$ cat src/rtl/cpu_controller.sv
// -----------------------------------------------------------------------------
// cpu_controller
//
// Central sequencer for the 8-opcode, 5-bit-address RISC CPU. A fixed
// 8-phase instruction cycle is decoded, together with the live opcode and
// the accumulator zero flag, into every datapath control strobe.
//
// Phases: 0 INST_ADDR, 1 INST_FETCH, 2 INST_LOAD, 3 IDLE,
//         4 OP_ADDR,   5 OP_FETCH,   6 ALU_OP,    7 STORE
//
// Parameters
//   OP_WIDTH  opcode width (only 3 is supported)
//   STALL_EN  1 = stall input freezes the phase, 0 = stall ignored
//
// Ports
//   clk     in   system clock, rising edge
//   rst     in   asynchronous active-low reset
//   stall   in   memory not ready, holds the current phase
//   opcode  in   current instruction opcode from the IR
//   zero    in   accumulator-equals-zero flag
//   sel     out  address mux select (1 = PC, 0 = IR operand address)
//   rd      out  memory read enable
//   wr      out  memory write strobe
//   ld_ir   out  instruction register load
//   ld_ac   out  accumulator load
//   inc_pc  out  program counter increment
//   ld_pc   out  program counter load from IR address
//   data_e  out  drive AC onto the data bus
//   halt    out  CPU halted
//   phase   out  current phase (debug)
// -----------------------------------------------------------------------------
module cpu_controller #(
  parameter int OP_WIDTH = 3,
  parameter bit STALL_EN = 1'b1
) (
  input  logic                clk,
  input  logic                rst,
  input  logic                stall,
  input  logic [OP_WIDTH-1:0] opcode,
  input  logic                zero,
  output logic                sel,
  output logic                rd,
  output logic                wr,
  output logic                ld_ir,
  output logic                ld_ac,
  output logic                inc_pc,
  output logic                ld_pc,
  output logic                data_e,
  output logic                halt,
  output logic [2:0]          phase
);

  localparam logic [OP_WIDTH-1:0] OP_HLT = OP_WIDTH'(0);
  localparam logic [OP_WIDTH-1:0] OP_SKZ = OP_WIDTH'(1);
  localparam logic [OP_WIDTH-1:0] OP_ADD = OP_WIDTH'(2);
  localparam logic [OP_WIDTH-1:0] OP_AND = OP_WIDTH'(3);
  localparam logic [OP_WIDTH-1:0] OP_XOR = OP_WIDTH'(4);
  localparam logic [OP_WIDTH-1:0] OP_LDA = OP_WIDTH'(5);
  localparam logic [OP_WIDTH-1:0] OP_STO = OP_WIDTH'(6);
  localparam logic [OP_WIDTH-1:0] OP_JMP = OP_WIDTH'(7);

  typedef enum logic [2:0] {
    PH_INST_ADDR  = 3'd0,
    PH_INST_FETCH = 3'd1,
    PH_INST_LOAD  = 3'd2,
    PH_IDLE       = 3'd3,
    PH_OP_ADDR    = 3'd4,
    PH_OP_FETCH   = 3'd5,
    PH_ALU_OP     = 3'd6,
    PH_STORE      = 3'd7
  } phase_t;

  phase_t r_phase;
  logic   r_halted;
  // Cleared by reset and set on the first edge after release, so that the
  // release edge itself never advances the phase.
  logic   r_run;

  logic w_stall;
  logic w_is_hlt;
  logic w_is_skz;
  logic w_is_sto;
  logic w_is_jmp;
  logic w_aluop;

  assign w_stall  = STALL_EN && stall;
  assign w_is_hlt = (opcode == OP_HLT);
  assign w_is_skz = (opcode == OP_SKZ);
  assign w_is_sto = (opcode == OP_STO);
  assign w_is_jmp = (opcode == OP_JMP);
  assign w_aluop  = (opcode == OP_ADD) || (opcode == OP_AND) ||
                    (opcode == OP_XOR) || (opcode == OP_LDA);

  always_ff @(posedge clk or negedge rst) begin
    if (!rst) begin
      r_phase  <= PH_INST_ADDR;
      r_halted <= 1'b0;
      r_run    <= 1'b0;
    end else if (!r_run) begin
      r_run <= 1'b1;
    end else if (!r_halted && !w_stall) begin
      // HLT freezes the sequencer in OP_ADDR on the edge that would advance.
      if ((r_phase == PH_OP_ADDR) && w_is_hlt) begin
        r_halted <= 1'b1;
      end else begin
        r_phase <= phase_t'(r_phase + 3'd1);
      end
    end
  end

  // Output decode. Reset and halt override the per-phase table so that a
  // mid-instruction reset drops wr without waiting for a clock edge.
  always_comb begin
    sel    = 1'b0;
    rd     = 1'b0;
    wr     = 1'b0;
    ld_ir  = 1'b0;
    ld_ac  = 1'b0;
    inc_pc = 1'b0;
    ld_pc  = 1'b0;
    data_e = 1'b0;
    halt   = 1'b0;
    phase  = r_phase;

    if (!rst) begin
      phase = 3'd0;
    end else if (r_halted) begin
      halt = 1'b1;
    end else begin
      case (r_phase)
        PH_INST_ADDR: begin
          sel = 1'b1;
        end
        PH_INST_FETCH: begin
          sel = 1'b1;
          rd  = 1'b1;
        end
        PH_INST_LOAD, PH_IDLE: begin
          sel   = 1'b1;
          rd    = 1'b1;
          ld_ir = 1'b1;
        end
        PH_OP_ADDR: begin
          inc_pc = 1'b1;
          halt   = w_is_hlt;
        end
        PH_OP_FETCH: begin
          rd = w_aluop;
        end
        PH_ALU_OP: begin
          rd     = w_aluop;
          // SKZ taken: second increment inside the same instruction cycle.
          inc_pc = w_is_skz && zero;
          ld_pc  = w_is_jmp;
          data_e = w_is_sto;
        end
        PH_STORE: begin
          rd     = w_aluop;
          ld_ac  = w_aluop;
          ld_pc  = w_is_jmp;
          wr     = w_is_sto;
          data_e = w_is_sto;
        end
        default: begin
          sel = 1'b0;
        end
      endcase
    end
  end

endmodule

$ cat config.mk
export PLATFORM = sky130hd
export DESIGN_NAME = cpu_controller
export DESIGN_NICKNAME = d
export VERILOG_FILES = /design/src/rtl/cpu_controller.sv
export SDC_FILE = /design/constraint.sdc
export NUM_CORES = 1
export LEC_CHECK = 0
export CORE_AREA = 2 2 39 41
export DETAILED_ROUTE_END_ITERATION = 8
export DIE_AREA = 0 0 41 43
export HOLD_SLACK_MARGIN = 0.15
export PLACE_DENSITY = 0.74
export SLEW_MARGIN = 20
export SYNTH_ARGS = -nofsm -noshare
export SYNTH_HDL_FRONTEND = slang
export SYNTH_SLANG_ARGS = --single-unit
$ cat constraint.sdc
create_clock -name clk -period 4.2 [get_ports clk]
set_input_delay 0.84 -clock clk [delete_from_list [all_inputs] [get_ports clk]]
set_output_delay 0.84 -clock clk [all_outputs]
set_load 0.05 [all_outputs]
==> impl_metrics.toml, run 1 <==
[synth]
synth_top_area_share_pct = 28.2
synthDistinctLibCells = 23
ys_ff_latch = 5
synth_cells = 48
yosysTopAreaCell = "dfrtp_1"
synth_area_leaders = "dfrtp_1 28%, ha_1 14%, nor3_1 5.6%, nor2_1 5.1%, o31ai_4 4.8%"
ys_seq_area_share_pct = 28.2
syn_area_um2 = 444
synth.avg_cell_area_um2 = 9.25
ys.warnings.count = 0
syn_nets = 60

[worst_setup_path]
path_class = "in2out"
regToRegStartpoint = "r_phase[1]$_DFFE_PN0P_"
critical_path.most_common_cell = "clkdlybuf4s50_1"
path_cells = "clkdlybuf4s50_1, nand3b_2, nor3_1, o21a_1, clkdlybuf4s50_1"
critPathCaptureType = "primary output"
regToRegSetupSlack_ns = 2.61
worstPathArrival_ns = 2.83
slowest_stage = "clkdlybuf4s50_1"
slowest_delay_ns = 0.79
r2r_end = "r_phase[1]$_DFFE_PN0P_"
cp_max_fo = 5
rr_worst_depth = 5
crit_required_ns = 3.36
start_kind = "input pin"

[global_route]
grt_pass1_wl_mm = 1.44
antenna_found_initial = 0
grt_pass1_vias = 353
grt_overflow = 0
grtUsageTotal_pct = 11.9
grt_max_degree = 11

[route]
wl_um = 869
wl_per_cell_um = 9.99
vias = 408
first_pass_iters = 1
initialDrtViolationCount = 0
antenna_left = 0
drc_errors = 0
vias_per_cell = 4.69

[timing]
rsz0062_at_grt = "false"
setup_violations = 0
finalClockSkew_ns = 0.00303
maxSlewViolCount = 0
fin_crit_sh_pct = 87.4
slew_headroom_pct = 66.6
fin_setup_tns_ns = 0
final-hold-violation-count = 0
max_freq_mhz = 272
min_period_ns = 3.67
worst_pin_slew_ns = 0.500

[placed_design]
place_area_um2 = 652
io_buffers = 18
dp_hpwl_um = 712
gp_congestion = 0.713

[floorplanning]
die-height_um = 43
start_util_pct = 32.1
dieArea_um2 = 1760
fp-row-count = 14
die_x_um = 41
pin_count = 19
core_um2 = 1380

[clock_tree]
ctsHtreeMaxLevel = 1
cts_sinks = 5
clk_latency_ns = 0.24
post_cts.repair.setup_buffers = 0
cts_made_buffers = 3
cts_resized = 0
cts.path.max_buffers = 2
cts_tree = "done"
cts_root_buf = "clkbuf_4"
path_clk_slew_ns = 0.04
cts_hold_buf = 0

[finish]
diodes = 0
drive_gt1_share_pct = 15.5
design_area_um2 = 678
fillers = 149
post-route-util_pct = 49.0
fin_nets = 84
area_delta_synth_final_pct = 52.7

[power]
vdd_drop_max_mv = 0.386
p_leak_nw = 0.295
switchingPower_w = 0.000201
p_seq_share_pct = 24.2
sw_frac_of_total_pct = 48.5
p_int_w = 0.000214
powerDensity_nw_per_um2 = 613
clkPwrFrac_pct = 12.9
power_frac_comb_pct = 62.8

[worst_hold_path]
hold_path.class = "reg2reg"
hold_end = "r_halted$_DFFE_PN0P_"
min_from = "r_run$_DFF_PN0_"
hold_depth = 1

[run]
maxCapViolations = 0

[status]
outcome = "completed"
-- worst max-delay path: cells and delay by family --
kind / cells / cell delay [ns]
AO/OA/AOI/OAI: 1 / 0.16
buffers and inverters: 2 / 1.26
AND/OR/NAND/NOR: 2 / 0.58
-- layout make-up --
class | instances | area (µm²) | share of cell area, %
Sequential cell | 5 | 125 | 18.5
Multi-Input combinational cell | 39 | 304 | 44.8
Tap cell | 16 | 20.0 | 2.95
Inverter | 4 | 15.0 | 2.21
Timing Repair Buffer | 19 | 188 | 27.7
Clock buffer | 4 | 26.3 | 3.87
-- synth_stat cells, drive strengths merged --
master  number
nor2         6
dfrtp        5
ha           5
nor3         5
inv          4
and2         3
nand2        3
nor2b        2
xnor2        2
a211o        1
a211oi       1
a31o         1
a41oi        1
conb         1
mux2         1
nand2b       1
nand3        1
nand3b       1
nor3b        1
o21a         1
o22a         1
o31ai        1
-- metrics by stage --
step                worst slack (ns)  power [W]  hold slack [ns]  std cells
finish                         0.527   0.000415            0.524         87
global route                   0.418   0.000450            0.559         87
CTS                            0.500   0.000422            0.527         87
detailed placement             0.507   0.000364            0.518         83
global placement               0.514   0.000362            0.504         83
floorplan                       1.19   0.000291            0.484         48
-- registers in the layout (all words and copies together) (netlist names) --
signal / count
r_phase: 3
r_halted: 1
r_run: 1
-- worst max path at each step --
stage	from	to	slack (ns)	cells past startpoint
2_1_floorplan	rst	data_e	1.19	3
5_1_grt	opcode[0]	halt	0.42	5
3_3_place_gp	opcode[0]	halt	0.51	5
3_5_place_dp	opcode[0]	halt	0.51	5
6_report	opcode[0]	halt	0.53	5
4_1_cts	opcode[0]	halt	0.50	5
-- layout by cell type (no fill, tap or decap), types with 2 or more instances in the layout --
| cell | instances |
|---|---|
| and2_1 | 2 |
| clkbuf_4 | 3 |
| clkdlybuf4s50_1 | 18 |
| dfrtp_1 | 5 |
| ha_1 | 5 |
| inv_1 | 4 |
| nand2_1 | 3 |
| nor2_1 | 6 |
| nor2b_1 | 2 |
| nor3_1 | 5 |
| xnor2_1 | 2 |
-- cells by family (layout without fill, tap and decap cells) --
family	after synthesis	count (layout)	share of synthesized area, %
simple gates	23	23	29.9
compound gates	7	7	16.3
fa+ha+maj	5	5	14.1
flops	5	5	28.2
buf+inv	4	27	3.38
xor+xnor	2	2	3.94
other cells	1	1	0.844
mux	1	1	3.38
-- power groups by stage --
stage	clock network [W]	logic [W]	registers, W
3_3_place_gp	0	0.000261	0.000101
5_1_grt	0.0000616	0.000283	0.000106
6_report	0.0000537	0.000261	0.000101
3_5_place_dp	0	0.000263	0.000101
4_1_cts	0.0000570	0.000265	0.000100
2_1_floorplan	0	0.000198	0.0000929
-- metal layers --
| layer | vias up | part of all wire [%] | global-route usage (%) |
|---|---|---|---|
| li1 | 211 | - | - |
| met1 | 188 | 43 | 16.8 |
| met2 | 9 | 51 | 16.3 |
| met3 | 0 | 4.9 | 3.14 |
| met4 | 0 | 0 | 6.00 |
| met5 | - | 0 | 0 |
(Power assumes the default switching activity.)
==> run 2: changes to the inputs <==
SLEW_MARGIN = 25   (was 20)
==> results of run 2 <==
The final DEF is identical to that of run 1; final timing and power are the same.
==> RTL edit (config.mk and constraints of run 1) <==
Reset style: synchronous (`rst`), changed in one clocked block. Comments in the files are not updated.
--- a/src/rtl/cpu_controller.sv
+++ b/src/rtl/cpu_controller.sv
@@ -93,3 +93,3 @@
 
-  always_ff @(posedge clk or negedge rst) begin
+  always_ff @(posedge clk) begin
     if (!rst) begin
Function: same outputs for any inputs over 10 cycles, from zero or initial values and one cycle with rst low; that may be too few to reach the edited logic, so the function may still have changed.
==> RTL edit against run 1 <==
Sequential cell count unchanged. Worst setup slack lost 0.034 ns. Via count increased by 2.5%. Sequential share of layout area shrank 3.2 points. Count of clock-buffer cells in the layout unchanged. Design area shrank 3.1%. Clock skew down 0.0020 ns. Synthesized area is 1.1% lower. Routed wire length is 12% higher. Global-route usage grew 0.63 points.
Power is not compared: it rests on default switching activity, and its combinational part moved more than twofold at a synthesized area within 25%.
==> RTL edit: results (changes against run 1) <==
outcome - finished clean
vias in the first global route - 390 (+10%)
Worst path max stage delay - 0.82 ns (+0.03 ns)
layout cells sized above 1 - 9.72% (-5.8 points)
internal reg-to-reg setup slack - 2.70 ns (+0.09 ns)
dpl hpwl - 758 um (+6.4%)
hold_ws - 0.556 ns (+0.0325 ns)
vias per inst - 4.75 (+1.3%)
placed cells - 84 (+1.2%)
Final Skew - 0.00108 ns (-0.00195 ns)
Worst path slowest cell - clkdlybuf4s50_1
leakage - 0.260 nW
Reg2Reg Launch Point - r_phase[1]
ys async rst share - 0% (-100 points)
total track usage - 12.6% (+0.63 points)
Worst EP arrival - 2.87 ns (+0.04 ns)
Worst R2R End - r_phase[0]
DR iter-0 viols - 7 (+7)
post-place setup slack - 0.511 ns (+0.00348 ns)
most frequent cells after synthesis - ha_1 (6), dfxtp_1 (5), inv_1 (4), nand2_1 (4), nor3_1 (4)
syn_nets - 65 (+8.3%)
Avg WL per Cell - 11.1 um (+11%)
final setup vio count - 0 (unchanged)
Hold Path Sink - r_halted
Cell variety after synth - 26 (+13%)
RePlAce Congestion - 0.674 (-5.4%)
CTS clock-pin slew for the worst setup and hold paths - 0.04 ns (about the same)
ranking of synthesized cells by area - dfxtp_1 (23%), ha_1 (17%), nor4b_4 (5.4%)
Final #Nets - 86 (+2.4%)
sequential share of the synthesized area - 22.8% (-5.4 points)
Worst-Skew Late Latency - 0.24 ns (about the same)
first-pass GRT wire length - 1500 um (+4.3%)
largest net degree at the start of global routing - 12 (+1)
Buffers on Ports - 18 (unchanged)
Top Registers - r_phase x3, r_halted x1, r_run x1
DRT Pass-1 Iters - 4 (+3)
Hold Crit Start - r_halted
yosys synthesis warning count - 0 (unchanged)
post-synthesis average cell area - 8.45 um^2 (-8.7%)
Slew HR - 65.6% (-1.0 points)
Finished Layout Cells - 88 (+1.1%)
RTL edit: power breakdown:
group | switching (mW) | total, mW | internal, mW
Combinational | 0.0251 | 0.0444 | 0.0194
Clock | 0.0191 | 0.0550 | 0.0359
Sequential | 0.00327 | 0.0533 | 0.0500
RTL edit: layout make-up:
type | count | area [um^2]
clock buffer | 4 | 26.3
sequential | 5 | 100
multi-input combinational | 41 | 315
tap | 16 | 20.0
timing repair buffer | 18 | 180
inverter | 4 | 15.0
fill | 140 | 727
RTL edit: worst register-to-register path: stages, from the launching register on:
cell and delay, ns:
dfxtp_1 0.35, inv_1 0.11, ha_1 0.18, nor4b_4 0.31, a21boi_2 0.13, mux2_4 0.31
RTL edit: routing by layer:
metal | GRT usage, % | share of wire, %
met5 | 0 | 0
met1 | 14.2 | 49
met3 | 1.57 | 8.0
met2 | 19.7 | 43
met4 | 10.0 | 0
RTL edit: through the flow:
stage               util, %  cell area (um^2)  total power, mW
floorplan                 -               439           0.0816
global placement       45.6               631           0.0980
CTS                    47.5               657            0.155
finish                 47.5               657            0.153
global route           47.5               657            0.162
detailed placement     45.6               631           0.0984
RTL edit: how the worst max path moves through the flow:
| stage | slack [ns] | to | from |
|---|---|---|---|
| floorplan | 0.54 | data_e | rst |
| global placement | 0.54 | data_e | rst |
| detailed placement | 0.51 | halt | opcode[2] |
| CTS | 0.48 | halt | opcode[2] |
| global route | 0.41 | data_e | rst |
| finish | 0.49 | halt | opcode[2] |
RTL edit: cells by family after synthesis:
group,Yosys count,share of synthesized area (%)
AND/OR/NAND/NOR,23,33.3
XOR/XNOR,1,1.99
buffers and inverters,6,5.41
adder cells (fa/ha/maj),6,17.1
AO/OA/AOI/OAI,9,13.7
multiplexers,2,5.70
flip-flops,5,22.8
